File: src/rtl/seg7_pkg.sv
// seg7_pkg: shared definitions for the seven-segment scan driver.
//   - HEX_SEG_TABLE : active-high segment patterns for hex digits 0..F,
//                     bit 6 = segment A ... bit 0 = segment G.
//   - SEG_A..SEG_G  : bit positions of each segment in a 7-bit pattern.
//   - scan_state_t  : per-slot scan phase (guard interval or drive).
//   - idx_width()   : index width helper, $clog2(n) but never below 1.
package seg7_pkg;

  localparam int SEG_A = 6;
  localparam int SEG_B = 5;
  localparam int SEG_C = 4;
  localparam int SEG_D = 3;
  localparam int SEG_E = 2;
  localparam int SEG_F = 1;
  localparam int SEG_G = 0;

  localparam logic [6:0] HEX_SEG_TABLE [16] = '{
    7'h7E, 7'h30, 7'h6D, 7'h79, 7'h33, 7'h5B, 7'h5F, 7'h70,
    7'h7F, 7'h7B, 7'h77, 7'h1F, 7'h4E, 7'h3D, 7'h4F, 7'h47
  };

  typedef enum logic {
    SCAN_GUARD = 1'b0,
    SCAN_DRIVE = 1'b1
  } scan_state_t;

  // A 1-entry space still needs a 1-bit index to keep declarations legal.
  function automatic int idx_width(input int n);
    return (n <= 1) ? 1 : $clog2(n);
  endfunction

endpackage

File: src/rtl/hex_to_seg7.sv
// hex_to_seg7: combinational hex nibble to seven-segment decoder.
// Ports:
//   nibble : in  [3:0]  hex digit
//   seg    : out [6:0]  active-high pattern, bit 6 = A ... bit 0 = G
module hex_to_seg7
  import seg7_pkg::*;
(
  input  logic [3:0] nibble,
  output logic [6:0] seg
);

  assign seg = HEX_SEG_TABLE[nibble];

endmodule

File: src/rtl/sevenseg_scan_driver.sv
// sevenseg_scan_driver: time-multiplexed N-digit hexadecimal display driver.
// A loaded value is held in a shadow register and only copied to the
// display register when the scan wraps from the last digit to digit 0,
// so a frame never mixes old and new digits. Each digit slot starts with
// a guard interval (all anodes and segments off) to avoid ghosting.
//
// Ports:
//   i_Clk      : in   system clock
//   i_Rst_n    : in   asynchronous active-low reset
//   i_value    : in   [4*NUM_DIGITS-1:0] packed nibbles, digit 0 in bits [3:0]
//   i_load     : in   single-cycle capture request for i_value
//   i_blank_lz : in   1 = blank leading-zero digits (digit 0 never blanked)
//   o_pending  : out  a captured value waits for the frame boundary
//   o_seg      : out  [6:0] segments, bit 6 = A ... bit 0 = G
//   o_an       : out  [NUM_DIGITS-1:0] one-hot digit enable
//
// Optional build macro SEVENSEG_DP_EN adds decimal-point support:
//   i_dp       : in   [NUM_DIGITS-1:0] dp bit per digit, captured with i_value
//   o_dp       : out  dp pin, same polarity as the segment pins
module sevenseg_scan_driver
  import seg7_pkg::*;
#(
  parameter int NUM_DIGITS     = 4,
  parameter int REFRESH_DIV    = 25000,
  parameter int GUARD_CYCLES   = 2,
  parameter int SEG_ACTIVE_LOW = 1,
  parameter int AN_ACTIVE_LOW  = 1
) (
  input  logic                    i_Clk,
  input  logic                    i_Rst_n,
  input  logic [4*NUM_DIGITS-1:0] i_value,
  input  logic                    i_load,
  input  logic                    i_blank_lz,
`ifdef SEVENSEG_DP_EN
  input  logic [NUM_DIGITS-1:0]   i_dp,
  output logic                    o_dp,
`endif
  output logic                    o_pending,
  output logic [6:0]              o_seg,
  output logic [NUM_DIGITS-1:0]   o_an
);

  localparam int DW = 4 * NUM_DIGITS;
  localparam int IW = idx_width(NUM_DIGITS);
  localparam int CW = idx_width(REFRESH_DIV);

  localparam logic [CW-1:0] LAST_CNT = CW'(REFRESH_DIV - 1);
  localparam logic [IW-1:0] LAST_IDX = IW'(NUM_DIGITS - 1);

  // XOR masks that convert active-high internal values to pin polarity;
  // the same mask applied to zero gives the "off" level.
  localparam logic [6:0]            SEG_INV = (SEG_ACTIVE_LOW != 0) ? 7'h7F : 7'h00;
  localparam logic [NUM_DIGITS-1:0] AN_INV  = (AN_ACTIVE_LOW != 0) ? {NUM_DIGITS{1'b1}}
                                                                   : {NUM_DIGITS{1'b0}};

  logic [CW-1:0]         cnt;
  logic [IW-1:0]         idx;
  logic [DW-1:0]         shadow;
  logic [DW-1:0]         disp;
  logic                  pending;

  logic                  slot_end;
  logic                  frame_end;
  logic                  in_guard;
  scan_state_t           state;
  logic [3:0]            nibble [NUM_DIGITS];
  logic [NUM_DIGITS-1:0] blank_mask;
  logic [NUM_DIGITS-1:0] dp_keep;
  logic [NUM_DIGITS-1:0] onehot;
  logic [6:0]            cur_pattern;
  logic                  cur_blank;

`ifdef SEVENSEG_DP_EN
  localparam logic DP_INV = (SEG_ACTIVE_LOW != 0);
  logic [NUM_DIGITS-1:0] dp_shadow;
  logic [NUM_DIGITS-1:0] dp_disp;
  assign dp_keep = dp_disp;
`else
  assign dp_keep = '0;
`endif

  assign slot_end  = (cnt == LAST_CNT);
  assign frame_end = slot_end && (idx == LAST_IDX);

  generate
    if (GUARD_CYCLES > 0) begin : g_guard
      assign in_guard = (cnt < CW'(GUARD_CYCLES));
    end else begin : g_no_guard
      assign in_guard = 1'b0;
    end
  endgenerate

  assign state = in_guard ? SCAN_GUARD : SCAN_DRIVE;

  // A digit is a leading zero when it and every more-significant nibble
  // are zero; each mask bit compares its own upper slice directly.
  genvar gi;
  generate
    for (gi = 0; gi < NUM_DIGITS; gi++) begin : g_digit
      assign nibble[gi] = disp[4*gi +: 4];
      if (gi == 0) begin : g_lsd
        assign blank_mask[gi] = 1'b0;
      end else begin : g_upper
        assign blank_mask[gi] = i_blank_lz && (disp[DW-1:4*gi] == '0);
      end
    end
  endgenerate

  // A set decimal point keeps its digit visible.
  assign cur_blank = blank_mask[idx] && !dp_keep[idx];
  assign onehot    = NUM_DIGITS'(1) << idx;

  hex_to_seg7 u_dec (
    .nibble (nibble[idx]),
    .seg    (cur_pattern)
  );

  assign o_pending = pending;

  always_ff @(posedge i_Clk or negedge i_Rst_n) begin
    if (!i_Rst_n) begin
      cnt     <= '0;
      idx     <= '0;
      shadow  <= '0;
      disp    <= '0;
      pending <= 1'b0;
      o_seg   <= SEG_INV;
      o_an    <= AN_INV;
`ifdef SEVENSEG_DP_EN
      dp_shadow <= '0;
      dp_disp   <= '0;
      o_dp      <= DP_INV;
`endif
    end else begin
      if (slot_end) begin
        cnt <= '0;
        idx <= (idx == LAST_IDX) ? '0 : idx + 1'b1;
      end else begin
        cnt <= cnt + 1'b1;
      end

      // Commit first, then capture: a load on the boundary edge commits
      // the older shadow and leaves the new value pending.
      if (frame_end && pending) begin
        disp    <= shadow;
        pending <= 1'b0;
`ifdef SEVENSEG_DP_EN
        dp_disp <= dp_shadow;
`endif
      end
      if (i_load) begin
        shadow  <= i_value;
        pending <= 1'b1;
`ifdef SEVENSEG_DP_EN
        dp_shadow <= i_dp;
`endif
      end

      if (state == SCAN_GUARD) begin
        o_seg <= SEG_INV;
        o_an  <= AN_INV;
`ifdef SEVENSEG_DP_EN
        o_dp  <= DP_INV;
`endif
      end else begin
        o_seg <= (cur_blank ? 7'h00 : cur_pattern) ^ SEG_INV;
        o_an  <= onehot ^ AN_INV;
`ifdef SEVENSEG_DP_EN
        o_dp  <= dp_disp[idx] ^ DP_INV;
`endif
      end
    end
  end

endmodule

File: config.mk
export PLATFORM = sky130hd
export DESIGN_NAME = sevenseg_scan_driver
export DESIGN_NICKNAME = d
export VERILOG_FILES = /design/src/rtl/seg7_pkg.sv /design/src/rtl/hex_to_seg7.sv /design/src/rtl/sevenseg_scan_driver.sv
export SDC_FILE = /design/constraint.sdc
export NUM_CORES = 1
export LEC_CHECK = 0
export ABC_CLOCK_PERIOD_IN_PS = 2100
export CORE_ASPECT_RATIO = 1.75
export CORE_MARGIN = 1
export CORE_UTILIZATION = 50
export CTS_CLUSTER_SIZE = 8
export DETAILED_ROUTE_END_ITERATION = 6
export GPL_ROUTABILITY_DRIVEN = 0
export GPL_TIMING_DRIVEN = 0
export MAX_ROUTING_LAYER = met4
export PLACE_DENSITY = 0.75
export SLEW_MARGIN = 20
export SYNTH_ARGS = -nofsm -noshare
export SYNTH_HDL_FRONTEND = slang
export SYNTH_HIERARCHICAL = 1
export SYNTH_SLANG_ARGS = --single-unit
File: constraint.sdc
create_clock -name i_Clk -period 2.1 [get_ports i_Clk]
set_input_delay 0.21 -clock i_Clk [delete_from_list [all_inputs] [get_ports i_Clk]]
set_output_delay 0.21 -clock i_Clk [all_outputs]
set_load 0.01 [all_outputs]
==> flow_summary.ini <==
[outcome]
status = completed

[layout]
nNetsFinal = 301
stdcell_count = 350
antenna_cells = 0
final_cell_mix = dfrtp_1, clkdlybuf4s50_1, mux2_2
final_common_cell = dfrtp_1
drive_gt1_frac = 0.3431
nFillCells = 446
synthToLayoutAreaGrowth_pct = 23.39

[grt]
grt_pass1_vias = 2021
grt_pass1_wl_mm = 9.045
grt_start_max_net_pins = 35
grt_usage = 0.2095
grt_overflow = 0
antenna_found_initial = 0

[timing]
slew_headroom = 0.6402
fin_skew_ns = 0.006551
fin_tns_setup_ns = 0
whs_ns = 0.3299
layout_setup_ws_ns = 0.06306
fin_crit_ns = 2.037
setup_violations = 0
tightest_slew_ns = 0.5397
rsz0062_at_grt = yes
min_period_over_period = 0.9700
finalHoldViolCount = 0
maxSlewViolCount = 0
timing.fmax_mhz = 490.9

[cts]
cts_sinks = 61
cts_tree = built
cts_buffers = 9
clk_pin_slew_ns = 0.07
clock_latency_ns = 0.33
cts-root-buf = clkbuf_8
clock_path_buffers = 2
htreeDepth = 3

[worst_setup_path]
worstSetupEndpointType = register
critPathArrivalTime_ns = 2.31
regToRegSetupSlack_ns = 0.06
reg2reg_from = idx[1]
crit_start = idx[1]
cp_max_fo = 6
cp.required_ns = 2.37
path_class = reg2reg
r2r_end = o_seg[3]
reg2reg_depth = 6
startpoint_type = register
cp-endpoint = o_seg[3]

[synth]
synthCells = 220
synthFlopType = dfrtp_1
synth.top_cell.area_share = 0.4284
syn_avg_cell_area_um2 = 13.27
ys_seq_elements = 61
syn_nets = 252
synth_area_leaders = dfrtp_1, dfstp_2, mux2_2
synth_largest_area_cell = dfrtp_1
synth-async-reset-ratio = 1.000
syn_area_um2 = 2920
yosysSeqAreaShare = 0.5274
ys_warn_count = 6
ys_types = 42
synth-edff-count = 0

[floorplan]
dieHeight_um = 103.1
start_util = 0.5228
die-width_um = 59.77
rows = 36
core_area_um2 = 5585
dieArea_um2 = 6162
ioPinCount = 32

[placed_design]
place_inst = 327
pre_cts_slack_ns = -0.2253
port_buffers = 30
place_hpwl_mm = 3.788

[power]
power_mw = 2.244
p_leak_nw = 1.592
power_density_nw_per_um2 = 622.6
ir_drop_mv = 0.4092

[detailed_routing]
via_per_inst = 5.417
wl_mm = 5.135
route.detailed.drc = 0
routedWlPerCell_um = 14.67
ant_nets = 0
drtPass1Iterations = 4
drt_iter0_drc = 33
route.vias.total = 1896

[job]
maxCapViolations = 0

[worst_hold_path]
hp-class = in2async
layer usage:
metal	wire length (um)	up-vias	global-route usage
met1	1999	933	0.2163
met2	2730	59	0.3427
li1	-	881	-
met4	230	0	0.1413
met5	0	-	-
met3	174	23	0.05144
per-stage QoR:
stage | area [um2] | util
floorplan | 2922 | -
global placement | 3317 | 0.5939
detailed placement | 3334 | 0.5970
CTS | 3561 | 0.6375
global route | 3603 | 0.6452
finish | 3603 | 0.6452
logic make-up (layout without fill, tap and decap cells):
logic type,Yosys count,in the layout,share of synthesized area
multiplexers,43,43,0.1992
buffers and inverters,18,72,0.03813
flip-flops,61,61,0.5274
AND/OR/NAND/NOR,62,62,0.1191
adder cells (fa/ha/maj),12,12,0.05141
XOR/XNOR,11,11,0.03299
AO/OA/AOI/OAI,13,13,0.03171
worst min path at each step:
stage	from	end	slack, ns	cells after the start
global placement	cnt[0]	cnt[0]	0.44	1
finish	i_Rst_n	disp[2]	0.33	2
detailed placement	i_Rst_n	shadow[0]	0.15	1
CTS	i_Rst_n	disp[2]	0.33	2
global route	i_Rst_n	disp[2]	0.37	2
floorplan	i_Rst_n	cnt[0]	-0.09	0
cell type report:
class / count / area (um2) / share of cell area
tap: 76 / 95.09 / 0.02639
timing repair buffer: 39 / 380.4 / 0.1056
buffer: 9 / 88.84 / 0.02465
inverter: 8 / 30.03 / 0.008333
clock buffer: 12 / 155.1 / 0.04306
multi-input combinational: 141 / 1290 / 0.3580
clock inverter: 4 / 22.52 / 0.006250
sequential: 61 / 1541 / 0.4278
critical path: stages, from the launching register on:
cell and delay [ns]:
dfrtp_1 0.39, buf_8 0.14, mux4_2 0.55, inv_2 0.10, ha_1 0.24, mux4_2 0.47, nand3_1 0.08
synth_stat cells, drive strengths merged, types with 2 or more instances:
library cell  number
xnor2              5
and4               2
a21o               2
a21oi              3
mux2              35
nor2               6
ha                12
and3               8
o21ai              2
mux2i              3
nor4               5
mux4               5
nor3               5
clkbuf             5
xor2               6
buf                5
inv                8
nand2             13
nand3             16
dfrtp             50
dfstp             11
nand4              2
sequential cells by signal, summed over array words and instances, names as in the netlist:
signal / cells
shadow: 16
o_an: 4
o_seg: 7
o_pending: 1
idx: 2
cnt: 15
disp: 16
report_power, final:
| part | internal (mW) | total (mW) | switching [mW] |
|---|---|---|---|
| Sequential | 1.21 | 1.23 | 0.0177 |
| Clock | 0.486 | 0.917 | 0.431 |
| Combinational | 0.0622 | 0.102 | 0.0394 |
what timing repair did:
item | CTS | global route
setup endpoints to repair | 14 | 14
endpoints found under the hold margin | 16 | 0
pin swaps | 0 | 2
resized for setup | 8 | 5
setup buffers | 4 | 3
hold buffers | 1 | 0
Power figures use the tool's default switching activity.
